`config.mk`:
```
export PLATFORM = sky130hd
export DESIGN_NAME = cpu_debug_display
export DESIGN_NICKNAME = d
export VERILOG_FILES = /design/src/rtl/cpu_debug_display.sv
export SDC_FILE = /design/constraint.sdc
export NUM_CORES = 1
export LEC_CHECK = 0
export CAP_MARGIN = 20
export CORE_MARGIN = 8
export CORE_UTILIZATION = 30
export CTS_BUF_LIST = sky130_fd_sc_hd__clkbuf_4
export CTS_CLUSTER_DIAMETER = 200
export DETAILED_ROUTE_END_ITERATION = 10
export GPL_TIMING_DRIVEN = 1
export PLACE_DENSITY_LB_ADDON = 0.12
export SETUP_SLACK_MARGIN = 0.05
export SKIP_LAST_GASP = 1
export SYNTH_ARGS = -nofsm -noshare
export SYNTH_HDL_FRONTEND = slang
export SYNTH_SLANG_ARGS = --single-unit
export TNS_END_PERCENT = 1
```
`constraint.sdc`:
```
create_clock -name clk -period 2.32 [get_ports clk]
set_input_delay 0.58 -clock clk [delete_from_list [all_inputs] [get_ports clk]]
set_output_delay 0.58 -clock clk [all_outputs]
set_load 0.01 [all_outputs]
```
`src/rtl/cpu_debug_display.sv`:
```
// rtl/cpu_debug_display.sv - step-button debouncer and 4-digit 7-segment debug view for the single-cycle CPU
//
// Purpose:
//   Debounces the manual step button into the CPU clock and time-multiplexes a
//   selected 16-bit debug view onto a 4-digit common-anode 7-segment display.
// Ports:
//   clk, reset          board clock, asynchronous active-high reset
//   btn_step            raw bouncy step button (1 = pressed)
//   sel                 view select: 00 PC, 01 rs, 10 rt, 11 ALU/write-back
//   pc_cur .. db_data   CPU debug outputs
//   cpu_clk             debounced button level, drives the CPU clock
//   step_pulse          one-clk pulse per accepted press
//   an                  active-low digit enables, an[3] = leftmost
//   seg                 active-low segments, seg[7] = dp, seg[6:0] = g..a
module cpu_debug_display #(
  parameter int DEBOUNCE_CYCLES = 20000,
  parameter int SCAN_DIV        = 100000
) (
  input  logic        clk,
  input  logic        reset,
  input  logic        btn_step,
  input  logic [1:0]  sel,
  input  logic [31:0] pc_cur,
  input  logic [31:0] pc_next,
  input  logic [4:0]  rs_addr,
  input  logic [31:0] rs_data,
  input  logic [4:0]  rt_addr,
  input  logic [31:0] rt_data,
  input  logic [31:0] alu_result,
  input  logic [31:0] db_data,
  output logic        cpu_clk,
  output logic        step_pulse,
  output logic [3:0]  an,
  output logic [7:0]  seg
);

  localparam int DW = $clog2(DEBOUNCE_CYCLES + 1);
  localparam int SW = $clog2(SCAN_DIV + 1);
  localparam logic [DW-1:0] DB_LAST   = DW'(DEBOUNCE_CYCLES - 1);
  localparam logic [SW-1:0] SCAN_LAST = SW'(SCAN_DIV - 1);

  logic          sync_meta;
  logic          sync;
  logic          db_level;
  logic [DW-1:0] db_cnt;
  logic [SW-1:0] scan_cnt;
  logic [1:0]    idx;
  logic [15:0]   snapshot;
  logic [15:0]   view;

  // Only the low byte of each 32-bit debug bus is displayed.
  logic unused_bits;
  assign unused_bits = ^{pc_cur[31:8], pc_next[31:8], rs_data[31:8],
                         rt_data[31:8], alu_result[31:8], db_data[31:8]};

  always_comb begin
    view = 16'h0000;
    case (sel)
      2'b00: view = {pc_cur[7:0], pc_next[7:0]};
      2'b01: view = {3'b000, rs_addr, rs_data[7:0]};
      2'b10: view = {3'b000, rt_addr, rt_data[7:0]};
      default: view = {alu_result[7:0], db_data[7:0]};
    endcase
  end

  function automatic logic [7:0] hex_to_seg(input logic [3:0] v);
    case (v)
      4'h0: return 8'hC0;
      4'h1: return 8'hF9;
      4'h2: return 8'hA4;
      4'h3: return 8'hB0;
      4'h4: return 8'h99;
      4'h5: return 8'h92;
      4'h6: return 8'h82;
      4'h7: return 8'hF8;
      4'h8: return 8'h80;
      4'h9: return 8'h90;
      4'hA: return 8'h88;
      4'hB: return 8'h83;
      4'hC: return 8'hC6;
      4'hD: return 8'hA1;
      4'hE: return 8'h86;
      default: return 8'h8E;
    endcase
  endfunction

  assign cpu_clk = db_level;

  // Debounce: the synchronized level must differ from the accepted level for
  // DEBOUNCE_CYCLES consecutive samples before it is taken; any agreement restarts the count.
  always_ff @(posedge clk or posedge reset) begin
    if (reset) begin
      sync_meta  <= 1'b0;
      sync       <= 1'b0;
      db_level   <= 1'b0;
      db_cnt     <= '0;
      step_pulse <= 1'b0;
    end else begin
      sync_meta  <= btn_step;
      sync       <= sync_meta;
      step_pulse <= 1'b0;
      if (sync == db_level) begin
        db_cnt <= '0;
      end else if (db_cnt == DB_LAST) begin
        db_level   <= sync;
        db_cnt     <= '0;
        step_pulse <= sync;
      end else begin
        db_cnt <= db_cnt + 1'b1;
      end
    end
  end

  // Scan: the snapshot is only refreshed as idx wraps 3->0 so a frame never mixes two views.
  always_ff @(posedge clk or posedge reset) begin
    if (reset) begin
      scan_cnt <= '0;
      idx      <= 2'd0;
      snapshot <= 16'h0000;
      an       <= 4'b1110;
      seg      <= 8'hC0;
    end else begin
      if (scan_cnt == SCAN_LAST) begin
        scan_cnt <= '0;
        idx      <= idx + 2'd1;
        if (idx == 2'd3) snapshot <= view;
      end else begin
        scan_cnt <= scan_cnt + 1'b1;
      end
      an  <= ~(4'b0001 << idx);
      seg <= hex_to_seg(snapshot[{idx, 2'b00} +: 4]);
    end
  end

endmodule

```
==> metrics.md <==
| Metric | Value |
|---|---|
| Max-cap viol count | 0 |
| Gr ovfl total | 0 |
| Rows | 39 |
| Die Y | roughly 120 um |
| Gate count after technology mapping | 280 |
| Number of buffers added on ports | 75 |
| Layout Nets | 581 |
| Worst Hold Class | reg2reg |
| Diode count | 0 |
| Number of synthesized flops with an enable pin | 0 |
| Post-DRT Antenna Nets | 0 |
| Crit path buffers/inverters | 0 |
| Pwr dens | 519 nW/um^2 |
| Final Cell Area | 4490 um^2 |
| Unique masters post-synth | 42 |
| Longest Clk Path Bufs | 2 |
| Tmin final | about 2.1 ns |
| Critical Path, Cell by Cell | or4b_1, nor4_4, nand2_4, mux2_4 |
| Leak | 1.89 nW |
| Crit path capture type | flip-flop |
| Critical path launch point type | flip-flop |
| Share of layout cells above drive strength 1 | between 10% and 20% |
| CTS buffer count | 9 |
| Top-count cell post-synth | dfrtp_1 |
| Worst slew margin | 63.3% |
| Routed vias | 2398 |
| Vias per inst | ~4.7 |
| Largest net degree at the start of global routing | 66 |
| Top cell type's share of synthesized area | 44.8% |
| Initial Utilization | 30.3% |
| Final setup fails | 0 |
| Compound-gate portion of the synthesized area | 4.29% |
| Clk_skew | 0.00920 ns |
| Total power draw | around 2.3 mW |
| Htree depth | 3 |
| Initial DRC Count | 113 |
| Final WL | 7830 um |
| Slew Viols, Final | 0 |
| Max incr delay on CP | 0.60 ns |
| Top_reg_cell synth | dfrtp_1 |
| YS warnings | 0 |
| Synth Register Bits | 65 |
| Clock sinks | 65 |
| Routability cong. | 0.715 |
| CTS tree | yes |
| Number of global-route vias before repair | 2526 |
| Worst slew pin tran | approximately 0.55 ns |
| Die ar. | 15000 um^2 |
| Hold Buf Count CTS | 0 |
| Clk pin slew, worst setup/hold paths | between 0.1 and 0.15 ns |
| Clk root buf | clkbuf_4 |
| Post-CTS setup buffers | 0 |
| Simple-Gate Fraction of Synth Area | 15.2% |
| Final core utilization | 39.8% |
| Synth Area in XOR/XNOR | 6.68% |
| WP data required | ~2.6 ns |
| Top post-synthesis cells by area | dfrtp_1, mux4_2, ha_1, mux2_4, xnor2_1 |
| Dpl cell area | 4360 um^2 |
| Cell family with most CP delay | simple AND/OR/NAND/NOR gates |
| Crit share post-route | 89.1% |
| Die Wd | 123 um |
| Post-synthesis adder-cell area fraction | 4.40% |
| First-pass GRT wire length | 12900 um |
| Detailed Place HPWL | 5790 um |
| Worst path slowest cell | or4b_1 |
| IO Pins | 221 |
| GRT Overall Usage | 11.0% |
| Setup_tns | 0 ns |
| Number of remaining DRC errors | 0 |
| Status | complete, no violations |
| Final hold violation count | 0 |
| Mapped Avg Cell Area | 12.2 um^2 |
| RSZ-0062 raised after global routing | false |
| FMAX | 484 MHz |
| Cell taking the most area after synthesis | dfrtp_1 |
| Top cells by count, synth | dfrtp_1, nor2_1, mux4_2 |
| VDD IR max | 215 uV |
| Cell area after synthesis | 3410 um^2 |
| Critical path class | reg2reg |
| Asr flop ratio synth | 100% |
| Initial antenna violation count | 0 |
| Fillers | approximately 1100 |
| Post_cts resized | 0 |
| Mux contribution to synthesized area | 18.6% |
| Critical path fanouts, max | 16 |
| Layout area overhead | 31.5% |
| Clk Latency, worst-skew pair | between 0.4 and 0.5 ns |
| Wirelength per Cell | 15.4 um |
| First-pass DRT Iterations | 4 |
| Register area share after synthesis | 47.8% |
| Core area | 11300 um^2 |
| Syn nets | 499 |
| Largest family of logic cells by synthesized area | multiplexers |
| CP arrival | 2.36 ns |
## worst reg2reg max path, stage by stage, from the launching register on
cell and delay (ns):
dfrtp_1 0.45, or4b_1 0.60, nor4_4 0.32, nand2_4 0.23, mux2_4 0.36
## state kept, by name, summed over array words and instances (netlist names)
register / flops
cpu_clk: 1
db_cnt: 15
idx: 2
sync: 1
snapshot: 16
sync_meta: 1
seg: 7
step_pulse: 1
an: 4
scan_cnt: 17
## per-stage QoR
step,hold slack [ns],std cells,setup WS (ns)
floorplan,0.331,280,0.120
global placement,0.336,494,0.106
detailed placement,0.338,494,0.104
CTS,0.379,510,0.206
global route,0.391,510,0.124
finish,0.369,510,0.253
## power breakdown
group          switching (mW)  internal (mW)
combinational           0.138          0.245
sequential             0.0248           1.19
clock                   0.410          0.326
## logic make-up after synthesis
family,Yosys count
mux,36
buf+inv,23
simple gates,94
other cells,1
xor+xnor,26
compound gates,23
flops,65
fa+ha+maj,12
## final timing paths
check / to / startpoint / slack, ns / cells past startpoint
max: snapshot[0] / scan_cnt[12] / 0.25 / 4
min reg2reg: sync / sync_meta / 0.37 / 0
max reg2reg: snapshot[0] / scan_cnt[12] / 0.25 / 4
min in group asynchronous: seg[3] / reset / 0.54 / 3
max in group asynchronous: an[1] / reset / 1.43 / 3
min: sync / sync_meta / 0.37 / 0
## layout by cell type, fill, tap and decap left out, drive strengths merged, types with 2 or more instances in the layout
cell type	count
or3	6
and2	2
mux4	17
nor2b	3
mux2	19
nand4	10
a22o	4
dfstp	4
nor3	4
dfrtp	61
and4	3
clkinv	5
clkdlybuf4s50	75
clkbuf	10
xnor2	16
xor2	10
o21a	3
ha	12
nand2b	2
nor4	5
o21ai	8
nand2	15
a21oi	5
inv	13
buf	6
nor2	26
nand3	11
or4b	2
## cell type report
type / instances / area (um^2) / area share [%]
Multi-Input combinational cell: 192 / 1680 / 37.5
Sequential cell: 65 / 1630 / 36.4
Timing Repair Buffer: 81 / 821 / 18.3
Tap cell: 143 / 179 / 3.99
Clock buffer: 10 / 75.1 / 1.67
Clock inverter: 6 / 50.0 / 1.12
Inverter: 13 / 48.8 / 1.09
## metal layers
metal  up-vias  routed length [um]  global-route usage, %
li1       1171                   -                      -
met1      1171                3680                   14.2
met2        47                3600                   16.5
met3         9                 443                   4.46
met4         0                 104                   3.66
met5         -                   0                      0
(Power assumes the default switching activity.)
